`config.mk`:
```
export PLATFORM = sky130hd
export DESIGN_NAME = div16_seq
export DESIGN_NICKNAME = d
export VERILOG_FILES = /design/src/rtl/div16_seq.sv
export SDC_FILE = /design/constraint.sdc
export NUM_CORES = 1
export LEC_CHECK = 0
export BUFFER_PORTS_ARGS = -buffer_cell sky130_fd_sc_hd__buf_2
export CORE_MARGIN = 4
export CORE_UTILIZATION = 57
export CTS_BUF_LIST = sky130_fd_sc_hd__clkbuf_8 sky130_fd_sc_hd__clkbuf_16
export DETAILED_ROUTE_END_ITERATION = 16
export PLACE_DENSITY_LB_ADDON = 0.08
export SYNTH_ARGS = -nofsm -noshare
export SYNTH_HDL_FRONTEND = slang
export SYNTH_SLANG_ARGS = --single-unit
export TNS_END_PERCENT = 5
```
`constraint.sdc`:
```
create_clock -name clk -period 3.4 [get_ports clk]
set_input_delay 0.51 -clock clk [delete_from_list [all_inputs] [get_ports clk]]
set_output_delay 0.51 -clock clk [all_outputs]
set_load 0.05 [all_outputs]
```
`src/rtl/div16_seq.sv`:
```
// Sequential 16-bit restoring divider: one quotient bit per clock, 16 iterations.
// Optional DIV16_SIGNED_EN adds a signed_op port for two's-complement operands.
module div16_seq (
    input  logic        clk,
    input  logic        rst_n,
    input  logic        start,
    input  logic [15:0] dividend,
    input  logic [15:0] divisor,
    input  logic        flush,
`ifdef DIV16_SIGNED_EN
    input  logic        signed_op,
`endif
    output logic        busy,
    output logic        done,
    output logic [15:0] quotient,
    output logic [15:0] remainder,
    output logic        div_zero
);
    localparam int unsigned W  = 16;
    localparam int unsigned CW = 4;

    typedef enum logic [1:0] {IDLE, CALC, DONE} state_e;

    state_e         state_q;
    logic [CW-1:0]  count_q;
    logic [W-1:0]   rem_q, dvd_q, dsr_q;
    logic           neg_q_q, neg_r_q;
    logic           busy_q, done_q, div_zero_q;
    logic [W-1:0]   quotient_q, remainder_q;

    logic           neg_a, neg_b;
    logic [W-1:0]   a_mag, b_mag;
    logic [W:0]     rem_sh, diff;
    logic           borrow;
    logic [W-1:0]   rem_nx, quo_nx;

    // Operand magnitudes and result sign flags captured at start
    always_comb begin
`ifdef DIV16_SIGNED_EN
        neg_a = signed_op & dividend[W-1];
        neg_b = signed_op & divisor[W-1];
`else
        neg_a = 1'b0;
        neg_b = 1'b0;
`endif
        a_mag = neg_a ? W'(W'(0) - dividend) : dividend;
        b_mag = neg_b ? W'(W'(0) - divisor)  : divisor;
    end

    // One restoring step. rem_sh < 2*divisor always, so bit 16 of the 17-bit
    // difference is an exact borrow flag and a wrapped result can never look positive.
    always_comb begin
        rem_sh = {rem_q, dvd_q[W-1]};
        diff   = rem_sh - {1'b0, dsr_q};
        borrow = diff[W];
        rem_nx = borrow ? rem_sh[W-1:0] : diff[W-1:0];
        quo_nx = {dvd_q[W-2:0], ~borrow};
    end

    always_ff @(posedge clk or negedge rst_n) begin
        if (!rst_n) begin
            state_q     <= IDLE;
            count_q     <= '0;
            rem_q       <= '0;
            dvd_q       <= '0;
            dsr_q       <= '0;
            neg_q_q     <= 1'b0;
            neg_r_q     <= 1'b0;
            busy_q      <= 1'b0;
            done_q      <= 1'b0;
            div_zero_q  <= 1'b0;
            quotient_q  <= '0;
            remainder_q <= '0;
        end else begin
            done_q <= 1'b0;
            if (flush) begin
                state_q <= IDLE;
                busy_q  <= 1'b0;
            end else begin
                case (state_q)
                    IDLE, DONE: begin
                        if (start && (divisor == '0)) begin
                            state_q     <= DONE;
                            done_q      <= 1'b1;
                            quotient_q  <= '1;
                            remainder_q <= dividend;
                            div_zero_q  <= 1'b1;
                        end else if (start) begin
                            state_q    <= CALC;
                            busy_q     <= 1'b1;
                            count_q    <= '0;
                            rem_q      <= '0;
                            dvd_q      <= a_mag;
                            dsr_q      <= b_mag;
                            neg_q_q    <= neg_a ^ neg_b;
                            neg_r_q    <= neg_a;
                            div_zero_q <= 1'b0;
                        end else begin
                            state_q <= IDLE;
                        end
                    end
                    CALC: begin
                        rem_q   <= rem_nx;
                        dvd_q   <= quo_nx;
                        count_q <= count_q + CW'(1);
                        if (count_q == CW'(W - 1)) begin
                            state_q     <= DONE;
                            busy_q      <= 1'b0;
                            done_q      <= 1'b1;
                            quotient_q  <= neg_q_q ? W'(W'(0) - quo_nx) : quo_nx;
                            remainder_q <= neg_r_q ? W'(W'(0) - rem_nx) : rem_nx;
                        end
                    end
                    default: begin
                        state_q <= IDLE;
                        busy_q  <= 1'b0;
                    end
                endcase
            end
        end
    end

    assign busy      = busy_q;
    assign done      = done_q;
    assign quotient  = quotient_q;
    assign remainder = remainder_q;
    assign div_zero  = div_zero_q;
endmodule
```
# == Yosys cells after proc, flatten, opt, wreduce, memory -nomap -nowiden ==
# Cells that the tools add are included.
# totals
reg_bits,89
output_inout_bits,35
rom_bits,0
mem_bits_rw,0
input_bits,36
latch_bits,0
mem_count,0
# classes
multipliers,0
bitwise,3
n_addsub,2
muxes,32
reduce_logical,11
div,0
n_eq_ne,10
shift,0
order_cmp,0
# op_table
operator,count
16-bit two-way mux,9
16-bit case mux with 2 select lines,4
17-bit by 16-bit subtractor with 17-bit output,1
16-bit zero test,1
4-bit AND reduction,3
1-bit two-way mux,10
3-bit != test (second input constant),3
4-bit two-way mux,2
2-bit != test (second input constant),4
4-bit case mux with 2 select lines,1
2-bit two-way mux,3
3-bit AND reduction,2
4-bit by 1-bit adder with 4-bit output (second input constant),1
4-bit equality test (second input constant),1
1-bit case mux with 2 select lines,2
2-bit case mux with 2 select lines,1
2-bit nonzero test,2
1-bit inverter,3
2-bit by 1-bit equality test with 1-bit output (second input constant),1
2-bit equality test (second input constant),1
2-bit zero test,1
2-bit OR reduction,1
1-bit logical AND,1

# == Longest topological paths before layout ==
# logic_depth
ltp_word,5
ltp_mapped,12

# == Least setup slack after synthesis ==
# OpenSTA, ideal clock, no wires.
# synth_timing
path_kind,register to register
start,reg dvd_q[15]
end,"reg remainder_q[14], in the netlist remainder[14]"
t_required_ns,3.296
arrival_ns,2.521
synth_period_minus_slack_ns,2.624
setup_ns,0.104
path_stages_with_launch,13
path_slack_ns,0.776
path_cell_list,dfrtp_1 inv_1 ha_1 inv_1 fa_1 a211oi_1 o211a_1 nor2_1 or3_4 and2_4 buf_6 and2_4 o41ai_2
# synth_between
elab_chain_len,4
# synth_rtl
item,line,text
start: declaration,26,"logic [W-1:0] rem_q, dvd_q, dsr_q;"
start signal: assignment,93,dvd_q <= a_mag;
start signal: assignment,104,dvd_q <= quo_nx;
17-bit by 16-bit subtractor with 17-bit output,54,"diff = rem_sh - {1'b0, dsr_q};"
16-bit two-way mux,56,rem_nx = borrow ? rem_sh[W-1:0] : diff[W-1:0];
16-bit two-way mux,106,if (count_q == CW'(W - 1)) begin
16-bit case mux with 2 select lines,80,case (state_q)
end signal: assignment,86,remainder_q <= dividend;
end signal: assignment,111,remainder_q <= neg_r_q ? W'(W'(0) - rem_nx) : rem_nx;
end: declaration,29,"logic [W-1:0] quotient_q, remainder_q;"
# Every way passes these cells. The select of a mux whose other input is x is not followed.
# A chain may end at the register's enable or synchronous reset.

# == Worst setup path in the final report ==
# layout_timing
start,reg dvd_q[15]
end,reg rem_q[5]
# layout_between
elab_chain_len,3
# layout_rtl
item,line,text
17-bit by 16-bit subtractor with 17-bit output,54,
16-bit two-way mux,56,
16-bit case mux with 2 select lines,80,
end signal: assignment,103,rem_q <= rem_nx;
end: declaration,26,
# Every way passes these cells.

==> flow_summary.json <==
{
  "status": "finished, final reports clean",
  "syn_nets": 563,
  "post-route-period-util_pct": 87.0,
  "end_kind": "register",
  "wirelength_microns": 11100,
  "grt_pass1_wl_microns": 18600,
  "drive_gt1_share_pct": 20.3,
  "syn_avg_cell_area_sq_um": 9.21,
  "p_comb_share_pct": 44.5,
  "synthDistinctLibCells": 45,
  "met1_usage_pct": 33.7,
  "cts_tree": "yes",
  "die_area_sq_um": 9730,
  "required_ns": 3.71,
  "dr.pass1.iters": 5,
  "hp-class": "in -> async",
  "vdd_drop_max_uv": 388,
  "synth_top_flop_cell": "dfrtp_1",
  "synth_seq_cells": 89,
  "tightest_slew_ns": 0.622,
  "final_cells": 683,
  "startpoint_type": "register",
  "stdcell_area_sq_um": 5340,
  "power_mw": 3.82,
  "maxSlewViolCount": 0,
  "hpwl_microns": 8240,
  "slew_headroom_pct": 58.1,
  "seqPwrFrac_pct": 37.7,
  "power_density_nw_per_um2": 716,
  "cts_buffers": 9,
  "tns_ns": 0,
  "root_buffer": "clkbuf_8",
  "synthesis.area_sq_um": 4690,
  "fill_cells": 659,
  "clkPwrFrac_pct": 17.7,
  "r2r_cells": 11,
  "timing.rr.end": "rem_q[5]$_DFFE_PN0P_",
  "die_h_microns": 98.7,
  "max_clock_freq_mhz": 338,
  "first_iter_violations": 192,
  "post_cts_buffers": 0,
  "grt_use_total_pct": 23.6,
  "wl_per_cell_microns": 16.3,
  "fin_crit_ns": 2.96,
  "fin_nets": 630,
  "top_usage_layer": "met2",
  "internal_power_mw": 2.24,
  "fp-row-count": 32,
  "syn_inst": 509,
  "die_w_microns": 98.7,
  "grt_max_degree": 68,
  "multi_input_area_sq_um": 2300,
  "yosys_warnings": 0,
  "p_switching_mw": 1.58,
  "syn2layout_area_growth_pct": 14.0,
  "io_buffers": 70,
  "critical_path_class": "reg -> reg",
  "r2r_start": "dvd_q[15]$_DFFE_PN0P_",
  "place_congestion": 1.01,
  "grt_setup_unrepaired": "false",
  "gr-usage-met2_pct": 37.4,
  "fin_util_pct": 68.1,
  "clockBufferDepth": 2,
  "antenna_found_initial": 0,
  "vias": 3946,
  "drcViolationCount": 0,
  "grt_pass1_vias": 3812,
  "worstPathArrival_ns": 3.27,
  "core_area_sq_um": 7850,
  "cts_resized": 0,
  "reg2reg_setup_slack_ns": 0.44,
  "drv_cap": 0,
  "hold_buffers": 0,
  "place_area_sq_um": 5160,
  "io_pins": 71,
  "grt_use_met3_pct": 3.33,
  "setup_violations": 0,
  "switching_share_pct": 41.4,
  "clkLatencyLatePin_ns": 0.36,
  "cts_max_level": 3,
  "start_util_pct": 59.7,
  "seq_area_sq_um": 2230,
  "ant_nets": 0,
  "finalHoldViolations": 0,
  "numClockSinks": 89,
  "ys_seq_area_share_pct": 47.5,
  "clk_transition_reported_paths_ns": 0.10,
  "synth-edff-count": 0,
  "dpl.cell_count": 667,
  "clock_skew_ns": 0.0144,
  "cp_max_fo": 6,
  "via_per_inst": 5.78,
  "p_leak_nw": 2.59,
  "antenna_cells": 0,
  "grt_overflow": 0,
  "ys_async_sr_fraction_pct": 100
}
## area by class of cell
class,count,share of cell area [%]
inverter,21,1.48
clock buffer,9,2.32
sequential,89,41.7
multi-input combinational,376,43.0
clock inverter,7,1.01
timing repair buffer,79,8.10
tap,102,2.39
## flip-flops by register name, summed over array words and instances (netlist names)
| signal | count |
|---|---|
| done | 1 |
| rem_q | 16 |
| remainder | 16 |
| state_q | 2 |
| dvd_q | 16 |
| div_zero | 1 |
| dsr_q | 16 |
| busy | 1 |
| quotient | 16 |
| count_q | 4 |
## cells in the mapped netlist (2+ instances only)
| cell type | number | area (sq um) |
|---|---|---|
| a2111o_1 | 2 | 22.5 |
| nor3_1 | 4 | 20.0 |
| a2bb2oi_1 | 3 | 26.3 |
| nand3b_1 | 2 | 15.0 |
| o2bb2ai_1 | 2 | 17.5 |
| nor4_1 | 5 | 31.3 |
| a21o_1 | 9 | 67.6 |
| nor2_1 | 72 | 270 |
| a211oi_1 | 2 | 15.0 |
| mux2i_1 | 8 | 80.1 |
| o221ai_1 | 2 | 17.5 |
| inv_1 | 21 | 78.8 |
| nand2b_1 | 5 | 31.3 |
| dfrtp_1 | 89 | 2230 |
| or3_1 | 2 | 12.5 |
| a31oi_1 | 22 | 138 |
| ha_1 | 17 | 213 |
| clkbuf_1 | 22 | 82.6 |
| and2_4 | 2 | 17.5 |
| nand2_1 | 65 | 244 |
| o22a_1 | 3 | 26.3 |
| o211ai_1 | 3 | 22.5 |
| and2_1 | 2 | 12.5 |
| and3_1 | 2 | 12.5 |
| and4_1 | 2 | 17.5 |
| o21ai_0 | 35 | 175 |
| xnor2_1 | 9 | 78.8 |
| nand4_1 | 4 | 25.0 |
| mux2_2 | 19 | 214 |
| a21oi_1 | 46 | 230 |
| o31ai_1 | 5 | 37.5 |
| xor2_1 | 6 | 52.6 |
| nand3_1 | 4 | 20.0 |
| o21a_1 | 2 | 15.0 |
## how the worst max path moves through the flow
stage | cells past startpoint | start | endpoint | slack, ns
finish | 11 | dvd_q[15]$_DFFE_PN0P_ | rem_q[5]$_DFFE_PN0P_ | 0.44
global route | 11 | dvd_q[15]$_DFFE_PN0P_ | remainder[6]$_DFFE_PN0P_ | 0.16
CTS | 11 | dvd_q[15]$_DFFE_PN0P_ | rem_q[5]$_DFFE_PN0P_ | 0.46
detailed placement | 11 | dvd_q[15]$_DFFE_PN0P_ | rem_q[5]$_DFFE_PN0P_ | 0.51
global placement | 11 | dvd_q[15]$_DFFE_PN0P_ | rem_q[2]$_DFFE_PN0P_ | 0.62
floorplan | 12 | dvd_q[15]$_DFFE_PN0P_ | remainder[14]$_DFFE_PN0P_ | 0.78
## power by group through the flow
| stage | sequential (mW) | clock [mW] | combinational [mW] |
|---|---|---|---|
| after global routing | 1.47 | 0.742 | 1.90 |
| after global placement | 1.45 | 0 | 1.67 |
| after floorplan | 1.41 | 0 | 1.33 |
| after CTS | 1.44 | 0.694 | 1.70 |
| final | 1.44 | 0.677 | 1.70 |
| after detailed placement | 1.46 | 0 | 1.69 |
## worst max-delay path: stages, from the launching register on
cell	delay, ns
dfrtp_1	0.40
inv_1	0.09
ha_1	0.17
inv_1	0.05
fa_1	0.43
a211oi_1	0.29
o211a_1	0.22
nor2_1	0.06
or3_4	0.33
a21oi_1	0.44
o2bb2ai_1	0.21
mux2_2	0.19
## cells in the final DEF (no fill, tap or decap), drive strengths merged, types with 4 or more instances in the layout
cell,count
dfrtp,89
buf,79
nor2,72
nand2,65
a21oi,46
o21ai,35
inv,24
a31oi,22
mux2,19
ha,17
a21o,9
xnor2,9
clkbuf,9
mux2i,8
xor2,6
nor4,5
nand2b,5
o31ai,5
nand4,4
nand3,4
nor3,4
and2,4
## logic make-up after synthesis
family,Yosys count,synth area share [%]
compound gates,143,18.8
fa+ha+maj,18,4.97
flops,89,47.5
xor+xnor,15,2.80
mux,27,6.28
buf+inv,44,3.69
simple gates,173,15.9
## per-layer routing
layer  up-vias  part of all wire, %
met1      1865                   46
li1       1937                    -
met4         0                  1.1
met5         -                    0
met3        14                  6.2
met2       130                   47
## stage by stage
stage          hold WS, ns  setup WS [ns]
5_1_grt              0.171          0.159
4_1_cts              0.155          0.458
3_5_place_dp         0.474          0.507
3_3_place_gp         0.470          0.617
6_report             0.140          0.441
2_1_floorplan        0.214          0.776
No activity file was read; power rests on OpenSTA's default activity.
